## src/rtl/pcpi_pkg.sv

```systemverilog
// rtl/pcpi_pkg.sv - shared types and defaults for the PCPI initiator
package pcpi_pkg;

  // Completion status returned with every response.
  typedef enum logic [1:0] {
    PCPI_OK      = 2'd0,
    PCPI_NOWR    = 2'd1,
    PCPI_TIMEOUT = 2'd2,
    PCPI_HANG    = 2'd3
  } pcpi_status_t;

  // Initiator control states.
  typedef enum logic [1:0] {
    ST_IDLE  = 2'd0,
    ST_ISSUE = 2'd1,
    ST_RESP  = 2'd2
  } pcpi_init_state_t;

  localparam int PCPI_TIMEOUT_DEFAULT  = 16;
  localparam int PCPI_MAX_BUSY_DEFAULT = 1024;
  localparam int PCPI_LAT_W_DEFAULT    = 16;

endpackage

```

## src/rtl/pcpi_initiator.sv

```systemverilog
// rtl/pcpi_initiator.sv - host-side master for the PCPI coprocessor bus
module pcpi_initiator
  import pcpi_pkg::*;
#(
  parameter int TIMEOUT_CYCLES  = PCPI_TIMEOUT_DEFAULT,
  parameter int MAX_BUSY_CYCLES = PCPI_MAX_BUSY_DEFAULT,
  parameter int LAT_W           = PCPI_LAT_W_DEFAULT
) (
  input  logic             clk,
  input  logic             resetn,
  input  logic             req_valid,
  output logic             req_ready,
  input  logic [31:0]      req_insn,
  input  logic [31:0]      req_rs1,
  input  logic [31:0]      req_rs2,
  output logic             rsp_valid,
  input  logic             rsp_ready,
  output logic [31:0]      rsp_rd,
  output logic [1:0]       rsp_status,
  output logic [LAT_W-1:0] rsp_latency,
  output logic             pcpi_valid,
  output logic [31:0]      pcpi_insn,
  output logic [31:0]      pcpi_rs1,
  output logic [31:0]      pcpi_rs2,
  input  logic             pcpi_wr,
  input  logic [31:0]      pcpi_rd,
  input  logic             pcpi_busy,
  input  logic             pcpi_ready
);

  localparam int IDLE_W = $clog2(TIMEOUT_CYCLES + 1);

  pcpi_init_state_t state_q, state_d;
  logic             req_ready_q, req_ready_d;
  logic             rsp_valid_q, rsp_valid_d;
  logic [31:0]      rsp_rd_q, rsp_rd_d;
  pcpi_status_t     rsp_status_q, rsp_status_d;
  logic [LAT_W-1:0] rsp_latency_q, rsp_latency_d;
  logic             pcpi_valid_q, pcpi_valid_d;
  logic [31:0]      pcpi_insn_q, pcpi_insn_d;
  logic [31:0]      pcpi_rs1_q, pcpi_rs1_d;
  logic [31:0]      pcpi_rs2_q, pcpi_rs2_d;
  logic [LAT_W-1:0] lat_cnt_q, lat_cnt_d;
  logic [IDLE_W-1:0] idle_cnt_q, idle_cnt_d;

  logic hang_hit;
  logic idle_hit;

  // Both counters count the current ISSUE cycle, so a limit is hit in the
  // cycle whose count equals it.
  assign hang_hit = (lat_cnt_q >= LAT_W'(MAX_BUSY_CYCLES));
  assign idle_hit = (idle_cnt_q >= IDLE_W'(TIMEOUT_CYCLES));

  // State and output registers; reset is asynchronous so an in-flight op is
  // abandoned immediately with no response.
  always_ff @(posedge clk or negedge resetn) begin
    if (!resetn) begin
      state_q       <= ST_IDLE;
      req_ready_q   <= 1'b1;
      rsp_valid_q   <= 1'b0;
      rsp_rd_q      <= '0;
      rsp_status_q  <= PCPI_OK;
      rsp_latency_q <= '0;
      pcpi_valid_q  <= 1'b0;
      pcpi_insn_q   <= '0;
      pcpi_rs1_q    <= '0;
      pcpi_rs2_q    <= '0;
      lat_cnt_q     <= '0;
      idle_cnt_q    <= '0;
    end else begin
      state_q       <= state_d;
      req_ready_q   <= req_ready_d;
      rsp_valid_q   <= rsp_valid_d;
      rsp_rd_q      <= rsp_rd_d;
      rsp_status_q  <= rsp_status_d;
      rsp_latency_q <= rsp_latency_d;
      pcpi_valid_q  <= pcpi_valid_d;
      pcpi_insn_q   <= pcpi_insn_d;
      pcpi_rs1_q    <= pcpi_rs1_d;
      pcpi_rs2_q    <= pcpi_rs2_d;
      lat_cnt_q     <= lat_cnt_d;
      idle_cnt_q    <= idle_cnt_d;
    end
  end

  // Next-state and registered-output logic for IDLE -> ISSUE -> RESP.
  always_comb begin
    state_d       = state_q;
    req_ready_d   = req_ready_q;
    rsp_valid_d   = rsp_valid_q;
    rsp_rd_d      = rsp_rd_q;
    rsp_status_d  = rsp_status_q;
    rsp_latency_d = rsp_latency_q;
    pcpi_valid_d  = pcpi_valid_q;
    pcpi_insn_d   = pcpi_insn_q;
    pcpi_rs1_d    = pcpi_rs1_q;
    pcpi_rs2_d    = pcpi_rs2_q;
    lat_cnt_d     = lat_cnt_q;
    idle_cnt_d    = idle_cnt_q;

    case (state_q)
      ST_IDLE: begin
        // pcpi_ready seen here is stale or spurious and deliberately ignored.
        if (req_valid) begin
          pcpi_insn_d  = req_insn;
          pcpi_rs1_d   = req_rs1;
          pcpi_rs2_d   = req_rs2;
          pcpi_valid_d = 1'b1;
          req_ready_d  = 1'b0;
          lat_cnt_d    = LAT_W'(1);
          idle_cnt_d   = IDLE_W'(1);
          state_d      = ST_ISSUE;
        end
      end

      ST_ISSUE: begin
        if (pcpi_ready) begin
          rsp_rd_d      = pcpi_wr ? pcpi_rd : 32'h0;
          rsp_status_d  = pcpi_wr ? PCPI_OK : PCPI_NOWR;
          rsp_latency_d = lat_cnt_q;
          rsp_valid_d   = 1'b1;
          pcpi_valid_d  = 1'b0;
          state_d       = ST_RESP;
        end else if (hang_hit) begin
          rsp_rd_d      = 32'h0;
          rsp_status_d  = PCPI_HANG;
          rsp_latency_d = lat_cnt_q;
          rsp_valid_d   = 1'b1;
          pcpi_valid_d  = 1'b0;
          state_d       = ST_RESP;
        end else if (idle_hit) begin
          rsp_rd_d      = 32'h0;
          rsp_status_d  = PCPI_TIMEOUT;
          rsp_latency_d = lat_cnt_q;
          rsp_valid_d   = 1'b1;
          pcpi_valid_d  = 1'b0;
          state_d       = ST_RESP;
        end else begin
          if (lat_cnt_q != '1) begin
            lat_cnt_d = lat_cnt_q + LAT_W'(1);
          end
          // A busy coprocessor is making progress; only unclaimed cycles count
          // toward the timeout.
          if (pcpi_busy) begin
            idle_cnt_d = '0;
          end else begin
            idle_cnt_d = idle_cnt_q + IDLE_W'(1);
          end
        end
      end

      ST_RESP: begin
        // The handshake cycle never accepts a request, which keeps pcpi_valid
        // low for at least two cycles between ops.
        if (rsp_ready) begin
          rsp_valid_d = 1'b0;
          req_ready_d = 1'b1;
          state_d     = ST_IDLE;
        end
      end

      default: begin
        state_d = ST_IDLE;
      end
    endcase
  end

  assign req_ready   = req_ready_q;
  assign rsp_valid   = rsp_valid_q;
  assign rsp_rd      = rsp_rd_q;
  assign rsp_status  = rsp_status_q;
  assign rsp_latency = rsp_latency_q;
  assign pcpi_valid  = pcpi_valid_q;
  assign pcpi_insn   = pcpi_insn_q;
  assign pcpi_rs1    = pcpi_rs1_q;
  assign pcpi_rs2    = pcpi_rs2_q;

endmodule
```

## config.mk

```make
export PLATFORM = sky130hd
export DESIGN_NAME = pcpi_initiator
export DESIGN_NICKNAME = d
export VERILOG_FILES = /design/src/rtl/pcpi_pkg.sv /design/src/rtl/pcpi_initiator.sv
export SDC_FILE = /design/constraint.sdc
export NUM_CORES = 1
export LEC_CHECK = 0
export CELL_PAD_IN_SITES_DETAIL_PLACEMENT = 1
export CELL_PAD_IN_SITES_GLOBAL_PLACEMENT = 1
export CORE_ASPECT_RATIO = 1.75
export CORE_UTILIZATION = 33
export CTS_CLUSTER_DIAMETER = 200
export DETAILED_ROUTE_END_ITERATION = 8
export GPL_TIMING_DRIVEN = 0
export PLACE_DENSITY = 0.9
export SLEW_MARGIN = 0
export SYNTH_ARGS = -nofsm -noshare
export SYNTH_HDL_FRONTEND = slang
export SYNTH_SLANG_ARGS = --single-unit
```

## constraint.sdc

```tcl
create_clock -name clk -period 2.9 [get_ports clk]
set_input_delay 0.87 -clock clk [delete_from_list [all_inputs] [get_ports clk]]
set_output_delay 0.87 -clock clk [all_outputs]
set_load 0.01 [all_outputs]
```

==> results.sh, run 1 <==
export IMPL_status="finished, violations left"
export IMPL_violations="design-rule violations"
export IMPL_worstSetupEndpointType="flip-flop"
export IMPL_fp_row_count=69
export IMPL_clock_path_buffers=2
export IMPL_drc=42
export IMPL_yosys_most_used_dff="dfrtp_1"
export IMPL_routed_wl_um=23100
export IMPL_startpoint_type="input port"
export IMPL_final_nets=993
export IMPL_holdCritPathClass="in2async"
export IMPL_async_flop_share_pct=100
export IMPL_fin_crit_ps=2750
export IMPL_clock_skew_ps=7.01
export IMPL_avgSynthCellArea_um2=12.5
export IMPL_cts_hold_buffers=0
export IMPL_antenna_found_initial=1
export IMPL_synth_fp_nets=691
export IMPL_cts_made_buffers=17
export IMPL_cts_setup_buffers=0
export IMPL_cts_htree_levels=4
export IMPL_synth_cells=550
export IMPL_area_growth_pct=54.6
export IMPL_drive_gt1_share_pct=16.9
export IMPL_overflow=0
export IMPL_layout_common_cells="282 x clkdlybuf4s50_1, 171 x dfrtp_1, 104 x mux2_2"
export IMPL_dp_hpwl_um=16800
export IMPL_dieArea_mm2=0.0214
export IMPL_gp_congestion=0.791
export IMPL_tritoncts="done"
export IMPL_rsz0062_at_grt="no"
export IMPL_cp_data_required_time_ps=3190
export IMPL_post_cts_resized=0
export IMPL_synth_edf_count=0
export IMPL_finalMaxSlewViolations=0
export IMPL_clk_pin_slew_ps=70
export IMPL_postLayoutCoreUtil_pct=52.1
export IMPL_vias=5553
export IMPL_slew_headroom_pct=43.9
export IMPL_synthesis_area_mm2=0.00687
export IMPL_fmax_mhz=363
export IMPL_crit_type="in2reg"
export IMPL_start_util_pct=33.7
export IMPL_wl_per_cell_um=20.7
export IMPL_design_core_area_mm2=0.0204
export IMPL_grt_pass1_vias=6136
export IMPL_cap_violations=0
export IMPL_yosysSeqAreaShare_pct=62.7
export IMPL_totalNegativeSetupSlack_ps=0
export IMPL_leakage_nw=4.46
export IMPL_root_buffer="clkbuf_16"
export IMPL_gr_usage_all_layers_pct=21.8
export IMPL_die_x_um=111
export IMPL_grt_pass1_wl_um=35100
export IMPL_io_pins=284
export IMPL_clock_sinks=172
export IMPL_hold_viol=0
export IMPL_drtIter0Drc=295
export IMPL_synth_seq_cells=172
export IMPL_insertion_delay_ps=440
export IMPL_synth_cell_type_count=41
export IMPL_yosys_warnings=0
export IMPL_numPortBuffers=283
export IMPL_worst_pin_slew_ps=839
export IMPL_fp_dieH_um=193
export IMPL_vdd_drop_max_uv=614
export IMPL_final_common_cell="clkdlybuf4s50_1"
export IMPL_power_density_mw_per_mm2=1020
export IMPL_fin_crit_sh_pct=94.9
export IMPL_grt_max_degree=89
export IMPL_first_pass_iters=6
export IMPL_crit_arrival_ps=3040
export IMPL_n_fill_cell=2115
export IMPL_vias_per_cell=4.99
export IMPL_critPathMaxFanout=10
export IMPL_setup_violations=0
export IMPL_antenna_left=0
stage by stage:
step	power [mW]	area [µm²]	hold WS (ps)	setup WS, ps	cells
finish	10.9	10600	407	148	1113
global route	11.4	10600	457	8.52	1113
CTS	11.0	10600	437	85.9	1113
detailed placement	8.63	10000	470	-381	1082
global placement	8.38	10000	461	-6280	1081
floorplan	5.84	6870	473	583	550
per-layer routing:
metal	vias up	part of all wire (%)	track usage, %
met1	2798	34	21.2
met2	193	56	41.8
met4	0	4.7	12.6
li1	2508	-	-
met5	-	0	0
met3	54	5.4	5.31
sequential cells by signal, summed over array words and instances (netlist names):
name,count
req_ready,1
pcpi_rs1,32
rsp_latency,16
idle_cnt_q,5
rsp_rd,32
pcpi_insn,32
pcpi_rs2,32
state_q,2
lat_cnt_q,16
rsp_valid,1
pcpi_valid,1
rsp_status,2
worst max-delay path: stages:
cell             delay, ps
clkdlybuf4s50_1        540
o21ai_0                330
o211ai_1               410
clkbuf_1               340
o31ai_1                380
o31ai_1                170
synth_stat cells (2+ instances only):
| library cell | count | area, µm² |
|---|---|---|
| nor4_1 | 3 | 18.8 |
| nor2_1 | 7 | 26.3 |
| o211ai_1 | 2 | 15.0 |
| and2_1 | 5 | 31.3 |
| o22a_1 | 2 | 17.5 |
| o31ai_1 | 10 | 75.1 |
| a31oi_1 | 3 | 18.8 |
| nor3_1 | 5 | 25.0 |
| clkbuf_1 | 18 | 67.6 |
| inv_1 | 8 | 30.0 |
| o21ai_0 | 50 | 250 |
| nand2b_1 | 7 | 43.8 |
| nor2b_1 | 2 | 12.5 |
| a21oi_1 | 6 | 30.0 |
| mux2i_1 | 2 | 20.0 |
| ha_1 | 6 | 75.1 |
| or4_1 | 4 | 30.0 |
| nand3_1 | 12 | 60.1 |
| buf_4 | 3 | 22.5 |
| mux2_2 | 104 | 1170 |
| o21a_1 | 3 | 22.5 |
| buf_1 | 7 | 26.3 |
| nand2_1 | 93 | 349 |
| dfrtp_1 | 171 | 4280 |
power by group:
group	internal (mW)	leakage, nW	total [mW]	switching [mW]
clock network	1.23	0.268	2.23	1.00
registers	3.38	2.14	3.94	0.565
logic	2.63	2.05	4.69	2.06
total	7.24	4.46	10.9	3.62
worst paths after layout:
kind	start	endpoint	slack (ps)	cells after the start
worst max-delay path	pcpi_ready	lat_cnt_q[5]	150	6
worst min-delay path	resetn	rsp_latency[4]	410	1
worst max register to register	state_q[1]	lat_cnt_q[7]	360	8
worst min register to register	rsp_rd[16]	rsp_rd[16]	480	2
max in group asynchronous	resetn	pcpi_insn[31]	1590	2
min in group clk	rsp_rd[16]	rsp_rd[16]	480	2
layout make-up:
type / count / area (µm²) / area share [%]
plain buffers: 29 / 124 / 1.17
multi-input cells: 340 / 2410 / 22.7
flip-flops and latches: 172 / 4310 / 40.6
well taps: 248 / 310 / 2.92
clock buffers: 19 / 453 / 4.27
inverters: 8 / 30.0 / 0.283
diodes: 1 / 2.50 / 0.0236
repair buffers: 284 / 2870 / 27.0
clock inverters: 12 / 114 / 1.07
cells by family (layout without fill, tap and decap cells):
family,count (synthesis),count (layout),synth area share [%]
AOI/OAI and AO/OA,83,83,7.11
adders and majority gates,6,6,1.09
buffers and inverters,38,352,2.28
DFF,172,172,62.7
muxes,106,106,17.4
other,0,1,0
and+or+nand+nor,145,145,9.46
Note: power is estimated with default switching activity, not from simulation.
==> inputs of run 2 (changes only) <==
- CORE_UTILIZATION: 33 -> 48
- DONT_BUFFER_PORTS: unset -> 1
- PLACE_DENSITY: 0.9 -> 0.88
- SLEW_MARGIN: 0 -> unset
==> results.sh, run 2 (synthesis results as in run 1) <==
export IMPL_critPathMaxFanout=10
export IMPL_drive_gt1_share_pct=24.4
export IMPL_crit_family="buffers and inverters"
export IMPL_fin_cells=759
export IMPL_holdCritPathClass="in2async"
export IMPL_grt_max_degree=173
export IMPL_worst_pin_slew_ps=815
export IMPL_vias_per_cell=5.90
export IMPL_cts_setup_buffers=0
export IMPL_grt_pass1_vias=5026
export IMPL_clock_sinks=172
export IMPL_io_pins=284
export IMPL_antenna_found_initial=0
export IMPL_design_core_area_mm2=0.0139
export IMPL_cts_hold_buffers=0
export IMPL_power_density_mw_per_mm2=1150
export IMPL_die_x_um=92.4
export IMPL_drtIter0Drc=166
export IMPL_post_cts_resized=0
export IMPL_fp_row_count=57
export IMPL_worstPathCellList="inv_1 > ha_1 > clkbuf_1 > nand2_1 > buf_1 > clkbuf_1 > mux2_2"
export IMPL_root_buffer="clkbuf_16"
export IMPL_final_nets=710
export IMPL_fp_dieH_um=160
export IMPL_gr_usage_all_layers_pct=26.0
export IMPL_fin_total_pwr_mw=8.79
export IMPL_cts_htree_levels=4
export IMPL_clk_pin_slew_ps=70
export IMPL_start_util_pct=49.4
export IMPL_antenna_left=0
export IMPL_wl_per_cell_um=24.6
export IMPL_crit_buf_inv=4
export IMPL_path_depth=7
export IMPL_gp_congestion=0.788
export IMPL_insertion_delay_ps=410
export IMPL_overflow=0
export IMPL_dpl_cell_count=727
export IMPL_cap_violations=0
export IMPL_status="complete, no violations"
export IMPL_cp_slowest_cell="clkbuf_1"
export IMPL_antenna_cells=0
export IMPL_tritoncts="done"
export IMPL_grt_pass1_wl_um=29000
export IMPL_regToRegSetupSlack_ps=270
export IMPL_slowest_delay_ps=490
export IMPL_worstSetupEndpoint="pcpi_rs2[10]"
export IMPL_fmax_mhz=381
export IMPL_startpoint="state_q[0]"
export IMPL_routed_wl_um=18700
export IMPL_vias=4479
export IMPL_fin_crit_ps=2630
export IMPL_leakage_nw=3.37
export IMPL_worstReg2RegEnd="pcpi_rs2[10]"
export IMPL_n_fill_cell=1431
export IMPL_fin_crit_sh_pct=90.6
export IMPL_cts_made_buffers=17
export IMPL_dieArea_mm2=0.0148
export IMPL_layout_common_cells="171 x dfrtp_1, 104 x mux2_2, 93 x nand2_1"
export IMPL_setup_violations=0
export IMPL_hold_viol=0
export IMPL_r2r_cells=7
export IMPL_slew_headroom_pct=45.4
export IMPL_startpoint_type="flip-flop"
export IMPL_crit_type="reg2reg"
export IMPL_rsz0062_at_grt="no"
export IMPL_r2r_start="state_q[0]"
export IMPL_crit_arrival_ps=2920
export IMPL_cp_common_cell="clkbuf_1"
export IMPL_worstSetupEndpointType="flip-flop"
export IMPL_final_common_cell="dfrtp_1"
export IMPL_dp_hpwl_um=14200
export IMPL_numPortBuffers=0
export IMPL_area_growth_pct=11.5
export IMPL_clock_skew_ps=15.0
export IMPL_finalMaxSlewViolations=0
export IMPL_cp_data_required_time_ps=3190
export IMPL_drc=0
export IMPL_clock_path_buffers=2
export IMPL_first_pass_iters=4
export IMPL_vdd_drop_max_uv=556
[run 2: changes by cell type in the layout (fill, tap and decap cells not counted), sizes merged]
cell | previous run | this run
buf | 12 | 11
diode | 1 | 0
inv | 11 | 17
clkbuf | 38 | 37
clkdlybuf4s50 | 282 | 0
bufinv | 1 | 0
clkinvlp | 4 | 1
[run 2: final cells by class]
type	instances	area [µm²]	share of cell area [%]
buffer	30	126	1.65
clock buffer	18	429	5.61
clock inverter	14	140	1.83
inverter	8	30.0	0.392
multi-input combinational	340	2400	31.4
sequential	172	4310	56.2
tap	177	221	2.89
[run 2: how the worst min path moves through the flow]
stage	start	end	slack (ps)
after floorplan	idle_cnt_q[2]	idle_cnt_q[2]	470
after global placement	idle_cnt_q[2]	idle_cnt_q[2]	500
after detailed placement	lat_cnt_q[12]	rsp_latency[12]	530
after CTS	resetn	pcpi_rs2[16]	130
after global routing	resetn	pcpi_rs2[21]	120
final	resetn	pcpi_rs2[21]	150
[run 2: routing by layer]
layer / up-vias / GRT usage, % / share of wire [%]
met4: 0 / 8.66 / 2.3
li1: 1939 / - / -
met5: - / 0 / 0
met3: 27 / 7.10 / 6.8
met1: 2320 / 27.1 / 34
met2: 193 / 49.0 / 57
[run 2: per-stage QoR]
stage	instance area (µm²)	util [%]	setup TNS [ps]	setup WS (ps)	hold slack [ps]
after floorplan	6870	-	0	583	473
after global placement	7090	51.0	0	77.3	496
final	7660	55.1	0	272	146
after CTS	7660	55.1	0	229	125
after detailed placement	7090	51.0	-107	-40.1	533
after global routing	7660	55.1	0	43.2	117
[run 2: report_power, final]
part / internal (mW) / switching (mW)
Sequential: 3.38 / 1.26
Combinational: 0.955 / 0.992
Clock: 1.15 / 1.06
Total: 5.48 / 3.30
==> inputs of run 3 (changes only) <==
- CORE_MARGIN: unset -> 2
==> results.sh, run 3 (synthesis results as in run 1) <==
export IMPL_status="complete, no violations"
export IMPL_antenna_left=0
export IMPL_crit_type="reg2reg"
export IMPL_first_pass_iters=4
export IMPL_n_fill_cell=1408
export IMPL_crit_family="buffers and inverters"
export IMPL_fin_crit_ps=2580
export IMPL_worstSetupEndpoint="pcpi_rs2[11]"
export IMPL_grt_max_degree=173
export IMPL_rsz0062_at_grt="no"
export IMPL_grt_pass1_vias=5019
export IMPL_vdd_drop_max_uv=727
export IMPL_design_core_area_mm2=0.0139
export IMPL_drtIter0Drc=144
export IMPL_slowest_delay_ps=500
export IMPL_worstSetupEndpointType="flip-flop"
export IMPL_fin_crit_sh_pct=88.9
export IMPL_die_x_um=94.4
export IMPL_cts_made_buffers=17
export IMPL_post_cts_resized=0
export IMPL_leakage_nw=3.38
export IMPL_power_density_mw_per_mm2=1160
export IMPL_hold_viol=0
export IMPL_clock_sinks=172
export IMPL_gp_congestion=0.818
export IMPL_gr_usage_all_layers_pct=25.1
export IMPL_routed_wl_um=19100
export IMPL_fp_dieH_um=162
export IMPL_regToRegSetupSlack_ps=320
export IMPL_clock_path_buffers=2
export IMPL_cp_common_cell="clkbuf_1"
export IMPL_r2r_start="state_q[0]"
export IMPL_dp_hpwl_um=14600
export IMPL_finalMaxSlewViolations=0
export IMPL_antenna_found_initial=2
export IMPL_final_common_cell="dfrtp_1"
export IMPL_cap_violations=0
export IMPL_grt_pass1_wl_um=28500
export IMPL_layout_common_cells="171 x dfrtp_1, 104 x mux2_2, 93 x nand2_1"
export IMPL_worstPathCellList="inv_1 > ha_1 > clkbuf_1 > nand2_1 > buf_1 > clkbuf_1 > mux2_2"
export IMPL_clk_pin_slew_ps=70
export IMPL_insertion_delay_ps=420
export IMPL_numPortBuffers=0
export IMPL_cts_hold_buffers=0
export IMPL_io_pins=284
export IMPL_wl_per_cell_um=25.1
export IMPL_tritoncts="done"
export IMPL_fin_total_pwr_mw=8.90
export IMPL_startpoint="state_q[0]"
export IMPL_worstReg2RegEnd="pcpi_rs2[11]"
export IMPL_setup_violations=0
export IMPL_slew_headroom_pct=49.8
export IMPL_cp_slowest_cell="clkbuf_1"
export IMPL_cts_setup_buffers=0
export IMPL_fp_row_count=57
export IMPL_vias_per_cell=5.89
export IMPL_dieArea_mm2=0.0153
export IMPL_start_util_pct=49.4
export IMPL_final_nets=710
export IMPL_r2r_cells=7
export IMPL_crit_arrival_ps=2880
export IMPL_worst_pin_slew_ps=749
export IMPL_crit_buf_inv=4
export IMPL_drc=0
export IMPL_totalNegativeSetupSlack_ps=0
export IMPL_critPathMaxFanout=10
export IMPL_root_buffer="clkbuf_16"
export IMPL_overflow=0
export IMPL_area_growth_pct=12.2
export IMPL_holdCritPathClass="in2async"
export IMPL_fmax_mhz=388
export IMPL_cp_data_required_time_ps=3210
export IMPL_clock_skew_ps=10.5
export IMPL_vias=4476
export IMPL_cts_htree_levels=4
export IMPL_path_depth=7
export IMPL_drive_gt1_share_pct=24.6
export IMPL_startpoint_type="flip-flop"
run 3: worst min-delay path by stage:
stage	from	to	cells past startpoint
2_1_floorplan	idle_cnt_q[2]	idle_cnt_q[2]	1
5_1_grt	resetn	rsp_latency[5]	0
3_5_place_dp	state_q[1]	state_q[1]	1
6_report	resetn	rsp_latency[5]	0
3_3_place_gp	idle_cnt_q[2]	idle_cnt_q[2]	1
4_1_cts	resetn	rsp_latency[2]	0
run 3: routing by layer:
layer	vias up	global-route usage, %	share of wire, %
li1	1938	-	-
met1	2284	25.7	34
met2	206	45.8	55
met3	46	7.61	7.2
met4	2	11.3	3.5
met5	-	0	0.058
run 3: power breakdown:
group | switching [mW] | internal [mW]
Combinational | 0.977 | 0.954
Sequential | 1.27 | 3.38
Clock | 1.06 | 1.26
run 3: per-stage QoR:
step / hold WS, ps / cells / cell area (µm²) / worst slack, ps / util, %
after CTS: 122 / 759 / 7700 / 246 / 55.4
after global routing: 110 / 760 / 7700 / 64.4 / 55.4
final: 142 / 760 / 7700 / 323 / 55.4
after global placement: 494 / 727 / 7090 / 168 / 51.0
after detailed placement: 524 / 727 / 7090 / 120 / 51.0
after floorplan: 473 / 550 / 6870 / 583 / -
run 3: worst reg2reg max path: cells and delay by family, from the launching register on:
| kind | cells | cell delay (ps) |
|---|---|---|
| adders and majority gates | 1 | 190 |
| and+or+nand+nor | 1 | 300 |
| DFF | 1 | 370 |
| muxes | 1 | 420 |
| buffers and inverters | 4 | 1180 |
run 3: cell type report:
type / instances / area [µm²] / area share (%)
diodes: 1 / 2.50 / 0.0325
plain buffers: 30 / 126 / 1.64
well taps: 177 / 221 / 2.88
flip-flops and latches: 172 / 4310 / 55.9
inverters: 8 / 30.0 / 0.390
clock inverters: 14 / 174 / 2.26
multi-input cells: 340 / 2400 / 31.2
clock buffers: 18 / 439 / 5.70
